--- src/rtl/apb_i2c_host_arbiter.sv ---
// APB master front-end for the APB-to-I2C bridge: round-robin arbitration between two
// requesters, two-phase APB transfer, PREADY timeout abort and per-requester responses.
module apb_i2c_host_arbiter #(
  parameter int unsigned TIMEOUT = 16,
  parameter int unsigned CNT_W   = 8
) (
  input  logic             PCLK,
  input  logic             PRESETn,
  input  logic             req0_valid,
  input  logic             req0_write,
  input  logic [31:0]      req0_addr,
  input  logic [31:0]      req0_wdata,
  output logic             req0_ready,
  output logic             rsp0_valid,
  output logic [31:0]      rsp0_rdata,
  output logic             rsp0_err,
  input  logic             req1_valid,
  input  logic             req1_write,
  input  logic [31:0]      req1_addr,
  input  logic [31:0]      req1_wdata,
  output logic             req1_ready,
  output logic             rsp1_valid,
  output logic [31:0]      rsp1_rdata,
  output logic             rsp1_err,
  output logic             PSELx,
  output logic             PENABLE,
  output logic             PWRITE,
  output logic [31:0]      PADDR,
  output logic [31:0]      PWDATA,
  input  logic [31:0]      PRDATA,
  input  logic             PREADY,
  input  logic             PSLVERR,
  output logic             busy,
  output logic [CNT_W-1:0] timeout_count
);

  typedef enum logic [1:0] {IDLE, SETUP, ACCESS, RESP_ERR} state_t;

  localparam logic [8:0] TIMEOUT_LIM = 9'(TIMEOUT);

  state_t           state_q, state_d;
  logic             last_grant_q, last_grant_d;
  logic             owner_q, owner_d;
  logic             psel_q, psel_d;
  logic             penable_q, penable_d;
  logic             pwrite_q, pwrite_d;
  logic [31:0]      paddr_q, paddr_d;
  logic [31:0]      pwdata_q, pwdata_d;
  logic [7:0]       wait_q, wait_d;
  logic [1:0]       ready_q, ready_d;
  logic [1:0]       ready_dly_q;
  logic [1:0]       rsp_valid_q, rsp_valid_d;
  logic [1:0]       rsp_err_q, rsp_err_d;
  logic [31:0]      rsp0_rdata_q, rsp0_rdata_d;
  logic [31:0]      rsp1_rdata_q, rsp1_rdata_d;
  logic             busy_q, busy_d;
  logic [CNT_W-1:0] tcount_q, tcount_d;

  logic [1:0]       eligible;
  logic             sel;
  logic [31:0]      sel_addr;
  logic [8:0]       wait_inc;
  logic             rsp_fire;
  logic             rsp_err;
  logic [31:0]      rsp_rdata;

  always_comb begin
    state_d      = state_q;
    last_grant_d = last_grant_q;
    owner_d      = owner_q;
    psel_d       = psel_q;
    penable_d    = penable_q;
    pwrite_d     = pwrite_q;
    paddr_d      = paddr_q;
    pwdata_d     = pwdata_q;
    wait_d       = wait_q;
    ready_d      = 2'b00;
    rsp_valid_d  = 2'b00;
    rsp_err_d    = 2'b00;
    rsp0_rdata_d = rsp0_rdata_q;
    rsp1_rdata_d = rsp1_rdata_q;
    tcount_d     = tcount_q;
    rsp_fire     = 1'b0;
    rsp_err      = 1'b0;
    rsp_rdata    = '0;

    // A requester that was just accepted may still show valid for one more cycle.
    eligible = {req1_valid & ~ready_dly_q[1], req0_valid & ~ready_dly_q[0]};
    sel      = (eligible == 2'b11) ? ~last_grant_q : eligible[1];
    sel_addr = sel ? req1_addr : req0_addr;
    wait_inc = {1'b0, wait_q} + 9'd1;

    case (state_q)
      IDLE: begin
        if (eligible != 2'b00) begin
          owner_d      = sel;
          last_grant_d = sel;
          ready_d[sel] = 1'b1;
          paddr_d      = sel_addr;
          pwrite_d     = sel ? req1_write : req0_write;
          pwdata_d     = sel ? req1_wdata : req0_wdata;
          if (sel_addr[31:4] == 28'd0 && sel_addr[1:0] == 2'b00) begin
            psel_d  = 1'b1;
            state_d = SETUP;
          end else begin
            state_d = RESP_ERR;
          end
        end
      end
      SETUP: begin
        penable_d = 1'b1;
        wait_d    = '0;
        state_d   = ACCESS;
      end
      ACCESS: begin
        if (PREADY) begin
          psel_d    = 1'b0;
          penable_d = 1'b0;
          rsp_fire  = 1'b1;
          rsp_err   = PSLVERR;
          rsp_rdata = pwrite_q ? 32'd0 : PRDATA;
          state_d   = IDLE;
        end else if (wait_inc == TIMEOUT_LIM) begin
          psel_d    = 1'b0;
          penable_d = 1'b0;
          rsp_fire  = 1'b1;
          rsp_err   = 1'b1;
          if (tcount_q != '1) begin
            tcount_d = tcount_q + CNT_W'(1);
          end
          state_d   = IDLE;
        end else begin
          wait_d = wait_inc[7:0];
        end
      end
      RESP_ERR: begin
        rsp_fire = 1'b1;
        rsp_err  = 1'b1;
        state_d  = IDLE;
      end
      default: state_d = IDLE;
    endcase

    if (rsp_fire) begin
      rsp_valid_d[owner_q] = 1'b1;
      rsp_err_d[owner_q]   = rsp_err;
      if (owner_q) begin
        rsp1_rdata_d = rsp_rdata;
      end else begin
        rsp0_rdata_d = rsp_rdata;
      end
    end

    busy_d = (state_d != IDLE);
  end

  always_ff @(posedge PCLK or negedge PRESETn) begin
    if (!PRESETn) begin
      state_q      <= IDLE;
      last_grant_q <= 1'b1;
      owner_q      <= 1'b0;
      psel_q       <= 1'b0;
      penable_q    <= 1'b0;
      pwrite_q     <= 1'b0;
      paddr_q      <= '0;
      pwdata_q     <= '0;
      wait_q       <= '0;
      ready_q      <= 2'b00;
      ready_dly_q  <= 2'b00;
      rsp_valid_q  <= 2'b00;
      rsp_err_q    <= 2'b00;
      rsp0_rdata_q <= '0;
      rsp1_rdata_q <= '0;
      busy_q       <= 1'b0;
      tcount_q     <= '0;
    end else begin
      state_q      <= state_d;
      last_grant_q <= last_grant_d;
      owner_q      <= owner_d;
      psel_q       <= psel_d;
      penable_q    <= penable_d;
      pwrite_q     <= pwrite_d;
      paddr_q      <= paddr_d;
      pwdata_q     <= pwdata_d;
      wait_q       <= wait_d;
      ready_q      <= ready_d;
      ready_dly_q  <= ready_q;
      rsp_valid_q  <= rsp_valid_d;
      rsp_err_q    <= rsp_err_d;
      rsp0_rdata_q <= rsp0_rdata_d;
      rsp1_rdata_q <= rsp1_rdata_d;
      busy_q       <= busy_d;
      tcount_q     <= tcount_d;
    end
  end

  assign req0_ready    = ready_q[0];
  assign req1_ready    = ready_q[1];
  assign rsp0_valid    = rsp_valid_q[0];
  assign rsp1_valid    = rsp_valid_q[1];
  assign rsp0_err      = rsp_err_q[0];
  assign rsp1_err      = rsp_err_q[1];
  assign rsp0_rdata    = rsp0_rdata_q;
  assign rsp1_rdata    = rsp1_rdata_q;
  assign PSELx         = psel_q;
  assign PENABLE       = penable_q;
  assign PWRITE        = pwrite_q;
  assign PADDR         = paddr_q;
  assign PWDATA        = pwdata_q;
  assign busy          = busy_q;
  assign timeout_count = tcount_q;

endmodule

--- config.mk ---
export PLATFORM = sky130hd
export DESIGN_NAME = apb_i2c_host_arbiter
export DESIGN_NICKNAME = d
export VERILOG_FILES = /design/src/rtl/apb_i2c_host_arbiter.sv
export SDC_FILE = /design/constraint.sdc
export NUM_CORES = 1
export LEC_CHECK = 0
export CAP_MARGIN = 10
export CORE_UTILIZATION = 43
export DETAILED_ROUTE_END_ITERATION = 6
export GPL_ROUTABILITY_DRIVEN = 0
export PLACE_DENSITY = 0.81
export SYNTH_ARGS = -nofsm -noshare
export SYNTH_HDL_FRONTEND = slang
export SYNTH_SLANG_ARGS = --single-unit
--- constraint.sdc ---
create_clock -name PCLK -period 2.8 [get_ports PCLK]
set_clock_uncertainty 0.15 [all_clocks]
set_input_delay 0.28 -clock PCLK [delete_from_list [all_inputs] [get_ports PCLK]]
set_output_delay 0.28 -clock PCLK [all_outputs]
set_load 0.02 [all_outputs]
# After elaboration in Yosys (flattened, before gate mapping)
# Cells that the tools add are included.
# totals
regBits	160
word_cells	93
in_bits	168
output_inout_bits	146
# op_classes
n_eq_ne	11
add_sub_neg	2
n_reduce_logical	17
mux	34
bitwise_logic	8
n_lt_le_gt_ge	4
# ops
operator	n
two-way mux 32 bit	5
zero test 28 bit	1
two-way mux 2 bit	8
two-way mux 8 bit	2
case mux 8 bit (2 select lines)	1
two-way mux 1 bit	11
adder 8 x 1 -> 9 bit (second input constant)	1
equality test 9 x 5 -> 1 bit (second input constant)	1
adder 8 x 1 -> 8 bit (second input constant)	1
inequality test 2 bit (second input constant)	4
inequality test 8 bit (second input constant)	1
case mux 1 bit (2 select lines)	4
case mux 2 bit (4 select lines)	1
AND reduction 2 bit	4
AND reduction 4 bit	2
nonzero test 2 bit	4
equality test 2 bit (second input constant)	3
NOT 1 bit	5
zero test 2 bit	2
less-than comparator 1 x 2 -> 1 bit (second input constant)	2
logical AND 1 bit	3
inequality test 3 bit (second input constant)	1
AND reduction 3 bit	1
AND 1 bit	2
other kinds (4)	6

# Longest topological paths before layout
# Gate-level depths: netlist of the first run.
# depth
depth_word	11
mapped_depth	8
ltp_nobuf	7

# Worst setup path before layout of the first run
# No wires, ideal clock.
# synth_timing
kind	register to register
start	reg state_q[0]
end	reg tcount_q[7] (netlist: timeout_count[7])
synth_period_minus_slack_ps	2233
setup_time_ps	80
arrival_time_ps	2003
n_path_buf	0
setup_slack_ps	567
path_stages_with_launch	8
path_cell_list	dfrtp_1 -> inv_1 -> ha_1 -> clkinv_1 -> nor4_1 -> nand3_1 -> nor4_2 -> xor2_1
# synth_between
elab_chain_len	2
# synth_lines
item	line_no	source
start: declaration	41	state_t state_q, state_d;
start signal: assignment	177	state_q <= state_d;
equality test 2 bit	93	case (state_q)
AND reduction 4 bit (no source line)	n/a	
end signal: assignment	193	tcount_q <= tcount_d;
end: declaration	57	logic [CNT_W-1:0] tcount_q, tcount_d;
# Every way passes these cells.
# A chain may end at the register's enable or synchronous reset.

# Final worst setup path of the first run
# layout_timing
start	reg wait_q[2]
end	reg rsp0_rdata_q[24] (netlist: rsp0_rdata[24])
# layout_between
elab_chain_len	6
# layout_lines
item	line_no	source
start: declaration	49	logic [7:0] wait_q, wait_d;
start signal: assignment	185	wait_q <= wait_d;
adder 8 x 1 -> 9 bit	91	wait_inc = {1'b0, wait_q} + 9'd1;
equality test 9 x 5 -> 1 bit	123	end else if (wait_inc == TIMEOUT_LIM) begin
two-way mux 1 bit	123	
two-way mux 1 bit	116	if (PREADY) begin
case mux 1 bit (2 select lines)	93	
AND reduction 2 bit (no source line)	n/a	
end signal: assignment	190	rsp0_rdata_q <= rsp0_rdata_d;
end: declaration	54	logic [31:0] rsp0_rdata_q, rsp0_rdata_d;
# Every way passes these cells.

==> out/summary.md, run 1 <==
### Run status
- **run status** completed

### Drt
- **number of vias per cell after detailed routing** 5.25
- **total iterations of the first detailed-routing run** 4
- **Antenna Violating Nets Remaining** 0
- **violation count after the first detailed-route iteration** 250
- **total wire length after detailed routing** 20.1 mm
- **Remaining DRCs** 0
- **total vias in the final route** 5980
- **WL per Instance** 17.6 µm

### Critical path
- **startpoint types** flop
- **worst path arrival time** 2.62 ns
- **Worst EP required** 2.95 ns
- **Max Fanout on Critical Path** 34
- **Crit. End Element** flop
- **reg2reg setup slack** 0.32 ns
- **CP Class** flop to flop

### Timing
- **total setup violations reported at the end of the flow** 0
- **number of failing hold endpoints at the final stage** 0
- **Highest Clock Rate** 404 MHz
- **final hold slack** 0.225 ns
- **ratio of final minimum period to clock period** 88.4%
- **Tmin final** 2.48 ns
- **final worst-path setup slack** 0.323 ns
- **RSZ-0062 raised after global routing** false
- **number of pins with negative max-slew slack in the final report** 0
- **setup total negative slack** 0 ns
- **transition at the pin with the smallest max-transition slack** 0.641 ns
- **worst max-slew margin expressed relative to the limit** 57.3%

### Place
- **detailed placement HPWL** 14.6 mm
- **Buffers on Ports** 313
- **Placed Cells** 1107
- **minimum setup slack after placement** 0.320 ns

### CTS
- **# resized after CTS** 0
- **clock latency at the later pin of the worst-skew pair** 0.42 ns
- **buffer depth of the longest clock path** 2
- **clock sink count** 160
- **clock-pin slew on the worst setup and hold paths** 0.06 ns
- **CTS tree** built
- **clock root buffer master** clkbuf_16
- **cts bufs inserted** 17
- **deepest level of the CTS H-tree** 4

### Floorplanning
- **number of rows in the core area** 47
- **Starting Density** 43.7%
- **Core ar.** 16500 µm²
- **Die H** 132 µm
- **horizontal die dimension** 132 µm
- **floorplan die area** 17300 µm²
- **I/O pin count** 314

### Power and ir drop
- **worst ir drop on vdd** 0.489 mV
- **ratio of total power to cell area** 1100 nW/µm²
- **static power due to leakage** 0.00505 µW
- **Design Power** 12300 µW

### GRT
- **number of antenna violations at the first check in global routing** 0
- **maximum number of pins on one net before global-route repair** 92
- **GRT Overall Usage** 23.9%
- **overflow left after global routing** 0
- **first-pass GRT wire length** 32.2 mm
- **number of global-route vias before repair** 5983

### Hold path
- **Tightest Hold Check Type** flop to flop

### Yosys
- **net count of the mapped netlist** 773
- **proportion of synthesized chip area in sequential cells** 55.4%
- **number of warnings printed during yosys synthesis** 0
- **synthesized area per cell** 12.1 µm²
- **post-synthesis cell area** 7230 µm²
- **count of mapped cells out of synthesis** 599
- **count of flip-flops with a built-in enable after synthesis** 0
- **main flop type after synthesis** dfrtp_1
- **Seq cells post-synth** 160
- **async set-reset flop share out of synthesis** 100%
- **unique cell type count in the Yosys netlist** 45

### Layout
- **number of nets in the finished design** 1081
- **area growth from synthesis to layout** 55.5%
- **final-layout fill cell count** 1262
- **Multi-input gate area** 3020 µm²
- **final non-filler cell total** 1140
- **most common library cell in the layout ignoring fill and taps** clkdlybuf4s50_1
- **top library cells by usage in the layout, fill and taps aside** clkdlybuf4s50_1, dfrtp_1, a22o_1
- **diodes inserted** 0
- **storage element area** 4010 µm²
- **fraction of final layout cells sized beyond drive strength 1** 9.89%

### Run
- **# Max-Cap Violations** 0

[where the power goes]
part / internal (µW) / total [µW] / switching [µW]
clock network: 1410 / 2380 / 965
logic: 2970 / 6060 / 3090
registers: 3330 / 3910 / 574
total: 7720 / 12300 / 4630
[synth_stat cells, drive strengths merged, types with 2 or more instances]
cell | count | area [µm²]
dfrtp | 159 | 3980
a22o | 70 | 613
mux2 | 65 | 732
nand2 | 45 | 169
o21ai | 35 | 186
and2 | 33 | 206
mux2i | 33 | 343
clkbuf | 28 | 105
nor4 | 16 | 106
buf | 11 | 75.1
inv | 10 | 37.5
nor2 | 9 | 33.8
nand3 | 8 | 40.0
nand4 | 8 | 50.1
nor2b | 8 | 50.1
a21oi | 6 | 41.3
ha | 6 | 75.1
nand2b | 5 | 31.3
nor3b | 5 | 37.5
nor3 | 4 | 20.0
or3 | 4 | 25.0
xnor2 | 4 | 35.0
a21o | 3 | 22.5
a31oi | 3 | 18.8
o22ai | 3 | 18.8
xor2 | 3 | 26.3
a311o | 2 | 20.0
a311oi | 2 | 17.5
and3 | 2 | 12.5
o221ai | 2 | 17.5
[per-stage QoR]
stage	cell area [µm²]	utilization, %
detailed placement	10600	64.3
global route	11200	68.0
floorplan	7230	-
CTS	11200	68.0
finish	11200	68.0
global placement	10600	64.3
[repair_timing]
item	CTS	global route
endpoints found under the setup margin	0	0
hold buffers	1	0
hold endpoints to repair	66	0
setup buffers	0	0
[worst paths after layout]
path | endpoint | depth (start not counted) | start
worst max-delay path | rsp0_rdata[24]$_DFFE_PN0P_ | 6 | wait_q[2]$_DFFE_PN0P_
worst min-delay path | ready_dly_q[0]$_DFF_PN0_ | 0 | ready_q[0]$_DFF_PN0_
worst max register to register | rsp0_rdata[24]$_DFFE_PN0P_ | 6 | wait_q[2]$_DFFE_PN0P_
worst min register to register | ready_dly_q[0]$_DFF_PN0_ | 0 | ready_q[0]$_DFF_PN0_
max in group asynchronous | last_grant_q$_DFFE_PN1P_ | 3 | PRESETn
min in group asynchronous | rsp1_rdata[2]$_DFFE_PN0P_ | 2 | PRESETn
[metal layers]
metal	part of all wire (%)	vias to the layer above	routed length [µm]	global-route usage [%]
met3	6.9	33	1390	6.17
met4	2.5	0	501	9.56
met5	0	-	0	0
li1	-	2809	-	-
met2	49	243	9830	39.2
met1	42	2895	8380	30.1
[flip-flops by register name, indices dropped and copies added (netlist names), 2 cells and up]
register and flops:
PADDR 32, PWDATA 32, rsp0_rdata 32, rsp1_rdata 32
timeout_count 8, wait_q 8, ready_dly_q 2, ready_q 2
rsp_err_q 2, rsp_valid_q 2, state_q 2
[cell type report]
type / count / area share, %
Clock buffer: 17 / 3.78
Clock inverter: 15 / 1.62
Inverter: 11 / 0.367
Multi-Input combinational cell: 389 / 26.8
Sequential cell: 160 / 35.6
Tap cell: 220 / 2.45
Timing Repair Buffer: 328 / 29.3
[critical path, stage by stage (launching register included)]
cell	delay [ns]
dfrtp_1	0.43
and3_1	0.37
mux2i_4	0.36
a21oi_4	0.18
o31ai_4	0.24
buf_12	0.25
mux2_2	0.37
[kinds of logic (layout without fill, tap and decap cells)]
logic type / Yosys count / after routing / synth area share [%]
and+or+nand+nor: 147 / 147 / 10.8
adders and majority gates: 6 / 6 / 1.04
xor gates and xnor gates: 7 / 7 / 0.848
DFF: 160 / 160 / 55.4
buffers and inverters: 50 / 371 / 3.06
muxes: 98 / 98 / 14.9
AOI/OAI and AO/OA: 131 / 131 / 14.0
(Power assumes the default switching activity.)
==> run 2, diff against run 1 <==
--- a/config.mk
+++ b/config.mk
@@ -6,10 +6,11 @@
 export NUM_CORES = 1
 export LEC_CHECK = 0
 export CAP_MARGIN = 10
-export CORE_UTILIZATION = 43
+export CORE_UTILIZATION = 44
+export CTS_BUF_LIST = sky130_fd_sc_hd__clkbuf_2
 export DETAILED_ROUTE_END_ITERATION = 6
 export GPL_ROUTABILITY_DRIVEN = 0
-export PLACE_DENSITY = 0.81
+export PLACE_DENSITY = 0.83
 export SYNTH_ARGS = -nofsm -noshare
 export SYNTH_HDL_FRONTEND = slang
 export SYNTH_SLANG_ARGS = --single-unit
==> run 2 against run 1 <==
Clock power decreased by 55%; worst hold slack got worse by 0.14 ns; combinational power increased by 1%; setup slack got worse by 0.046 ns; core utilization increased by 1.5 points; critical path depth increased by 1; register-to-register slack got worse by 0.05 ns; non-clock buffer count increased by 23; first-iteration DRC count decreased by 2.4%; clock-buffer cell count increased by 3; global-route usage increased by 0.64 points; critical path type unchanged; critical endpoint is now timeout_count[7]$_DFFE_PN0P_.
==> out/summary.md, run 2 (synthesized netlist as in run 1, its figures left out) <==
### Drt
- **total vias in the final route** 6037, +0.95%
- **total iterations of the first detailed-routing run** 4, unchanged
- **Remaining DRCs** 0, unchanged
- **WL per Instance** 17.5 µm, -0.66%
- **violation count after the first detailed-route iteration** 244, -2.4%
- **Antenna Violating Nets Remaining** 0, unchanged
- **number of vias per cell after detailed routing** 5.20, -0.79%
- **total wire length after detailed routing** 20.3 mm, +1.1%

### Layout
- **area growth from synthesis to layout** 53.3%
- **number of nets in the finished design** 1104, +2.1%
- **top library cells by usage in the layout, fill and taps aside** clkdlybuf4s50_1, dfrtp_1, a22o_1
- **utilization of the core after routing** 69.5%, +1.5 points
- **fraction of final layout cells sized beyond drive strength 1** 9.65%, -0.24 points
- **most common library cell in the layout ignoring fill and taps** clkdlybuf4s50_1

### CTS
- **clock latency at the later pin of the worst-skew pair** 0.70 ns, +0.28 ns
- **# resized after CTS** 0, unchanged
- **setup repair bufs after CTS** 0, unchanged
- **clock root buffer master** clkbuf_2
- **CTS tree** built
- **clock sink count** 160, unchanged
- **deepest level of the CTS H-tree** 4, unchanged
- **clock-pin slew on the worst setup and hold paths** 0.23 ns, +0.17 ns
- **cts bufs inserted** 17, unchanged
- **buffer depth of the longest clock path** 2, unchanged

### Floorplanning
- **Die H** 130 µm, -1.1%
- **Core ar.** 15900 µm², -3.5%
- **floorplan die area** 16900 µm², -2.2%
- **horizontal die dimension** 130 µm, -1.1%
- **Starting Density** 45.3%, +1.6 points
- **I/O pin count** 314, unchanged
- **number of rows in the core area** 46, -2.1%

### Critical path
- **Worst EP required** 3.29 ns, +0.34 ns
- **Crit. End Element** flop
- **CP peak stage delay** 0.46 ns, +0.03 ns
- **Max Fanout on Critical Path** 9, -74%
- **worst path arrival time** 3.01 ns, +0.39 ns
- **CP Class** flop to flop
- **startpoint types** flop
- **critical-path cell with the highest stage delay** dfrtp_1
- **reg2reg setup slack** 0.28 ns, -0.05 ns
- **cell breakdown of the critical path** inv_1, ha_1, clkinv_1, nor4_1, nand3_1, nor4_2, xor2_1

### Timing
- **Highest Clock Rate** 396 MHz, -1.8%
- **ratio of final minimum period to clock period** 90.1%, +1.6 points
- **transition at the pin with the smallest max-transition slack** 0.472 ns, -0.169 ns
- **number of failing hold endpoints at the final stage** 0, unchanged
- **setup total negative slack** 0 ns, unchanged
- **Tmin final** 2.52 ns, +0.0457 ns
- **RSZ-0062 raised after global routing** false
- **worst max-slew margin expressed relative to the limit** 68.5%, +11 points
- **number of pins with negative max-slew slack in the final report** 0, unchanged
- **total setup violations reported at the end of the flow** 0, unchanged

### GRT
- **overflow left after global routing** 0, unchanged
- **number of global-route vias before repair** 6064, +1.4%
- **number of antenna violations at the first check in global routing** 1, +1
- **first-pass GRT wire length** 31.4 mm, -2.6%
- **GRT Overall Usage** 24.5%, +0.64 points
- **maximum number of pins on one net before global-route repair** 60, -35%

### Power and ir drop
- **static power due to leakage** 0.00499 µW, -1.1%
- **ratio of total power to cell area** 1000 nW/µm², -8.9%
- **worst ir drop on vdd** 0.528 mV, +7.8%

### Run status
- **run status** completed

### Place
- **detailed placement HPWL** 14.8 mm, +1.4%
- **Buffers on Ports** 313, unchanged

### Run
- **# Max-Cap Violations** 0, unchanged

### Hold path
- **Tightest Hold Check Type** primary input to flop

[run 2: changes by cell type in the layout (fill, tap and decap cells not counted), moves of 3 or more]
cell / change
bufinv_16: -3
dlygate4sd3_1: +21
clkbuf_16: -17
clkbuf_2: +20
[run 2: final timing paths]
path / end / cells after the start / startpoint
min in group asynchronous: rsp1_rdata[9]$_DFFE_PN0P_ / 4 / PRESETn
setup reg to reg: timeout_count[7]$_DFFE_PN0P_ / 7 / state_q[0]$_DFF_PN0_
max in group asynchronous: last_grant_q$_DFFE_PN1P_ / 4 / PRESETn
hold / removal: PADDR[8]$_DFFE_PN0P_ / 3 / req0_addr[8]
hold reg to reg: ready_dly_q[1]$_DFF_PN0_ / 0 / ready_q[1]$_DFF_PN0_
setup / recovery: timeout_count[7]$_DFFE_PN0P_ / 7 / state_q[0]$_DFF_PN0_
[run 2: cell type report]
class                   instances  area (µm²)
inverters                      11        41.3
well taps                     216         270
flip-flops and latches        160        4010
clock inverters                12        87.6
clock buffers                  20         100
repair buffers                351        3560
diodes                          1        2.50
multi-input cells             389        3020
fillers                      1198        4860
[run 2: repair_timing]
item | 4_1_cts | 5_1_grt
endpoints found under the hold margin | 175 | 1
hold buffers | 22 | 1
setup endpoints to repair | 0 | 0
[run 2: worst max-delay path, delay by kind of cell, from the launching register on]
kind	cells	cell delay [ns]
xor+xnor	1	0.18
fa+ha+maj	1	0.19
buf+inv	2	0.42
flops	1	0.46
simple gates	3	1.07
[run 2: report_power, final]
part	internal [µW]	total, µW	leakage, µW	switching [µW]
Clock	247	1060	0.000120	815
Sequential	3310	3880	0.00208	573
Combinational	3030	6140	0.00279	3110
Total	6590	11100	0.00499	4500
[run 2: metrics by stage]
stage | cell area (µm²) | total power, µW | cells | setup slack, ns | hold WS [ns]
after floorplan | 7230 | 7160 | 599 | 0.567 | -0.166
after global placement | 10600 | 9930 | 1104 | 0.384 | 0.145
after detailed placement | 10600 | 10100 | 1104 | 0.328 | 0.148
after CTS | 11100 | 11200 | 1158 | 0.289 | 0.000624
after global routing | 11100 | 11800 | 1160 | 0.00858 | 0.0147
final | 11100 | 11100 | 1160 | 0.278 | 0.0803
[run 2: per-layer routing]
metal | global-route usage [%] | wire [µm] | up-vias
li1 | - | - | 2860
met1 | 28.8 | 8020 | 2902
met2 | 41.7 | 10200 | 242
met3 | 7.83 | 1630 | 33
met4 | 9.78 | 523 | 0
met5 | 0 | 0 | -
==> run 3, diff against run 2 <==
--- a/config.mk
+++ b/config.mk
@@ -11,6 +11,7 @@
 export DETAILED_ROUTE_END_ITERATION = 6
 export GPL_ROUTABILITY_DRIVEN = 0
 export PLACE_DENSITY = 0.83
+export REMOVE_ABC_BUFFERS = 1
 export SYNTH_ARGS = -nofsm -noshare
 export SYNTH_HDL_FRONTEND = slang
 export SYNTH_SLANG_ARGS = --single-unit
==> run 3 against run 2 <==
Final area grew 2.3%; die area unchanged; worst hold slack got worse by 0.019 ns; non-clock buffer count is 18 higher; power grew 4.2%; setup slack got worse by 0.028 ns; clock-buffer cell count decreased by 3; sequential power about the same; wire length up 6.6%.
==> out/summary.md, run 3 (synthesized netlist as in run 1, its figures left out) <==
### Power and ir drop
- **static power due to leakage** 0.00510 µW, +2.1%
- **Int Pwr** 6960 µW, +5.7%
- **ratio of total power to cell area** 1020 nW/µm², +1.9%
- **sequential share of power** 33.7%, -1.3 points
- **worst ir drop on vdd** 0.602 mV, +14%
- **Switch Pwr** 4590 µW, +2.1%
- **Clk pwr share** 12.3%, +2.7 points
- **switching fraction of total power** 39.7%, -0.81 points
- **share of power burned in combinational logic** 54.0%, -1.4 points

### Floorplanning
- **horizontal die dimension** 130 µm, unchanged
- **Core ar.** 15900 µm², unchanged
- **Starting Density** 45.3%, unchanged
- **Die H** 130 µm, unchanged
- **number of rows in the core area** 46, unchanged
- **floorplan die area** 16900 µm², unchanged
- **I/O pin count** 314, unchanged

### Critical path
- **CP peak stage delay** 0.60 ns, +0.14 ns
- **Crit. End Element** flop
- **startpoint types** primary input
- **worst path arrival time** 3.02 ns, about the same
- **startpoint of the lowest-slack register-to-register path** state_q[0]$_DFF_PN0_
- **cell seen most often among critical-path stages** dlygate4sd3_1
- **CP Class** primary input to flop
- **CP bufs+invs** 4, +2
- **critical-path cell with the highest stage delay** dlygate4sd3_1
- **cell breakdown of the critical path** dlygate4sd3_1, clkdlybuf4s50_1, nor2b_1, a21o_1, buf_4, mux2i_1, dlygate4sd3_1, o21ai_0
- **timing startpoint of the critical path** req0_valid
- **Max Fanout on Critical Path** 18, +9
- **Worst EP required** 3.27 ns, -0.02 ns
- **crit-path leading delay family** buffers and inverters

### Drt
- **total iterations of the first detailed-routing run** 4, unchanged
- **total vias in the final route** 6231, +3.2%
- **total wire length after detailed routing** 21.7 mm, +6.6%
- **Remaining DRCs** 0, unchanged
- **Antenna Violating Nets Remaining** 0, unchanged
- **WL per Instance** 18.4 µm, +5.1%
- **number of vias per cell after detailed routing** 5.29, +1.7%
- **violation count after the first detailed-route iteration** 211, -14%

### Place
- **detailed placement HPWL** 14.9 mm, +0.69%
- **Buffers on Ports** 313, unchanged

### Hold path
- **Tightest Hold Check Type** primary input to flop
- **worst min-delay path startpoint** req1_addr[4]

### CTS
- **deepest level of the CTS H-tree** 4, unchanged
- **buffer depth of the longest clock path** 2, unchanged
- **CTS tree** built
- **clock sink count** 160, unchanged
- **cts bufs inserted** 17, unchanged
- **clock root buffer master** clkbuf_2
- **clock-pin slew on the worst setup and hold paths** 0.26 ns, +0.03 ns
- **setup repair bufs after CTS** 0, unchanged
- **clock latency at the later pin of the worst-skew pair** 0.72 ns, +0.02 ns

### GRT
- **maximum number of pins on one net before global-route repair** 60, unchanged
- **first-pass GRT wire length** 32.8 mm, +4.3%
- **GRT Overall Usage** 25.7%, +1.2 points
- **overflow left after global routing** 0, unchanged
- **number of antenna violations at the first check in global routing** 1, unchanged
- **number of global-route vias before repair** 6271, +3.4%

### Layout
- **final-layout fill cell count** 1164, -2.8%
- **number of nets in the finished design** 1122, +1.6%
- **most common library cell in the layout ignoring fill and taps** clkdlybuf4s50_1
- **fraction of final layout cells sized beyond drive strength 1** 9.27%, -0.38 points
- **utilization of the core after routing** 71.1%, +1.6 points
- **Multi-input gate area** 3010 µm², -0.17%
- **area growth from synthesis to layout** 56.8%
- **storage element area** 4010 µm², unchanged
- **top library cells by usage in the layout, fill and taps aside** clkdlybuf4s50_1, dfrtp_1, a22o_1

### Timing
- **final hold slack** 0.0617 ns, -0.0186 ns
- **RSZ-0062 raised after global routing** false
- **total setup violations reported at the end of the flow** 0, unchanged
- **number of failing hold endpoints at the final stage** 0, unchanged
- **transition at the pin with the smallest max-transition slack** 0.480 ns, +0.00871 ns
- **worst max-slew margin expressed relative to the limit** 68.0%, -0.51 points
- **ratio of final minimum period to clock period** 91.1%, +1.0 points
- **Tmin final** 2.55 ns, +0.0283 ns
- **number of pins with negative max-slew slack in the final report** 0, unchanged
- **Highest Clock Rate** 392 MHz, -1.1%

### Run
- **# Max-Cap Violations** 0, unchanged

### Run status
- **run status** completed

[run 3: changes by cell type in the layout (fill, tap and decap cells not counted)]
cell           delta
buf_12            -1
bufinv_16         +4
clkbuf_2          -3
clkinv_4          +2
clkinvlp_4        -2
dlygate4sd3_1    +19
inv_6             -1
inv_8             -1
nand2_2           +1
nand2_4           -1
[run 3: path summary, 6_finish.rpt]
| path | to | slack [ns] | cells past startpoint |
|---|---|---|---|
| hold reg to reg | ready_dly_q[0]$_DFF_PN0_ | 0.25 | 0 |
| max in group asynchronous | last_grant_q$_DFFE_PN1P_ | 1.61 | 4 |
| setup reg to reg | timeout_count[7]$_DFFE_PN0P_ | 0.31 | 7 |
| hold / removal | PADDR[4]$_DFFE_PN0P_ | 0.06 | 3 |
| setup / recovery | PADDR[7]$_DFFE_PN0P_ | 0.25 | 8 |
| min in group asynchronous | PADDR[1]$_DFFE_PN0P_ | 0.54 | 4 |
[run 3: per-stage QoR]
| stage | setup TNS, ns | worst slack, ns | total power [µW] | instances | area, µm² |
|---|---|---|---|---|---|
| 2_1_floorplan | -65.13 | -0.832 | 7040 | 560 | 7050 |
| 3_3_place_gp | 0 | 0.406 | 9910 | 1103 | 10600 |
| 3_5_place_dp | 0 | 0.348 | 10000 | 1103 | 10600 |
| 4_1_cts | 0 | 0.295 | 11600 | 1176 | 11300 |
| 5_1_grt | 0 | 0.0359 | 12200 | 1177 | 11300 |
| 6_report | 0 | 0.249 | 11600 | 1177 | 11300 |
[run 3: area by class of cell]
class / count / share of cell area [%]
clock inverter: 14 / 1.68
timing repair buffer: 369 / 32.9
multi-input combinational: 389 / 26.6
antenna: 1 / 0.0221
clock buffer: 17 / 0.751
inverter: 11 / 0.364
sequential: 160 / 35.3
tap: 216 / 2.38
[run 3: per-layer routing]
| metal | global-route usage, % | routed length (µm) | part of all wire, % | vias to the layer above |
|---|---|---|---|---|
| met5 | 0 | 0 | 0 | - |
| met4 | 10.6 | 550 | 2.5 | 0 |
| met3 | 8.16 | 1880 | 8.7 | 45 |
| met2 | 43.6 | 10600 | 49 | 268 |
| met1 | 30.0 | 8610 | 40 | 3028 |
| li1 | - | - | - | 2890 |
[run 3: what timing repair did]
item,4_1_cts,5_1_grt
gates resized for setup,0,0
endpoints found under the hold margin,181,0
hold buffers,42,0
[run 3: power groups by stage]
stage	Combinational, µW	Sequential [µW]	Clock [µW]
6_report	6240	3900	1420
4_1_cts	6240	3890	1450
2_1_floorplan	2010	5030	0
3_3_place_gp	6010	3900	0
3_5_place_dp	6120	3920	0
5_1_grt	6650	4020	1550
[run 3: worst register-to-register path: cells and delay by family (launching register included)]
kind / cells / cell delay [ns]
simple gates: 3 / 1.05
xor+xnor: 1 / 0.17
fa+ha+maj: 1 / 0.19
buf+inv: 2 / 0.42
flops: 1 / 0.46
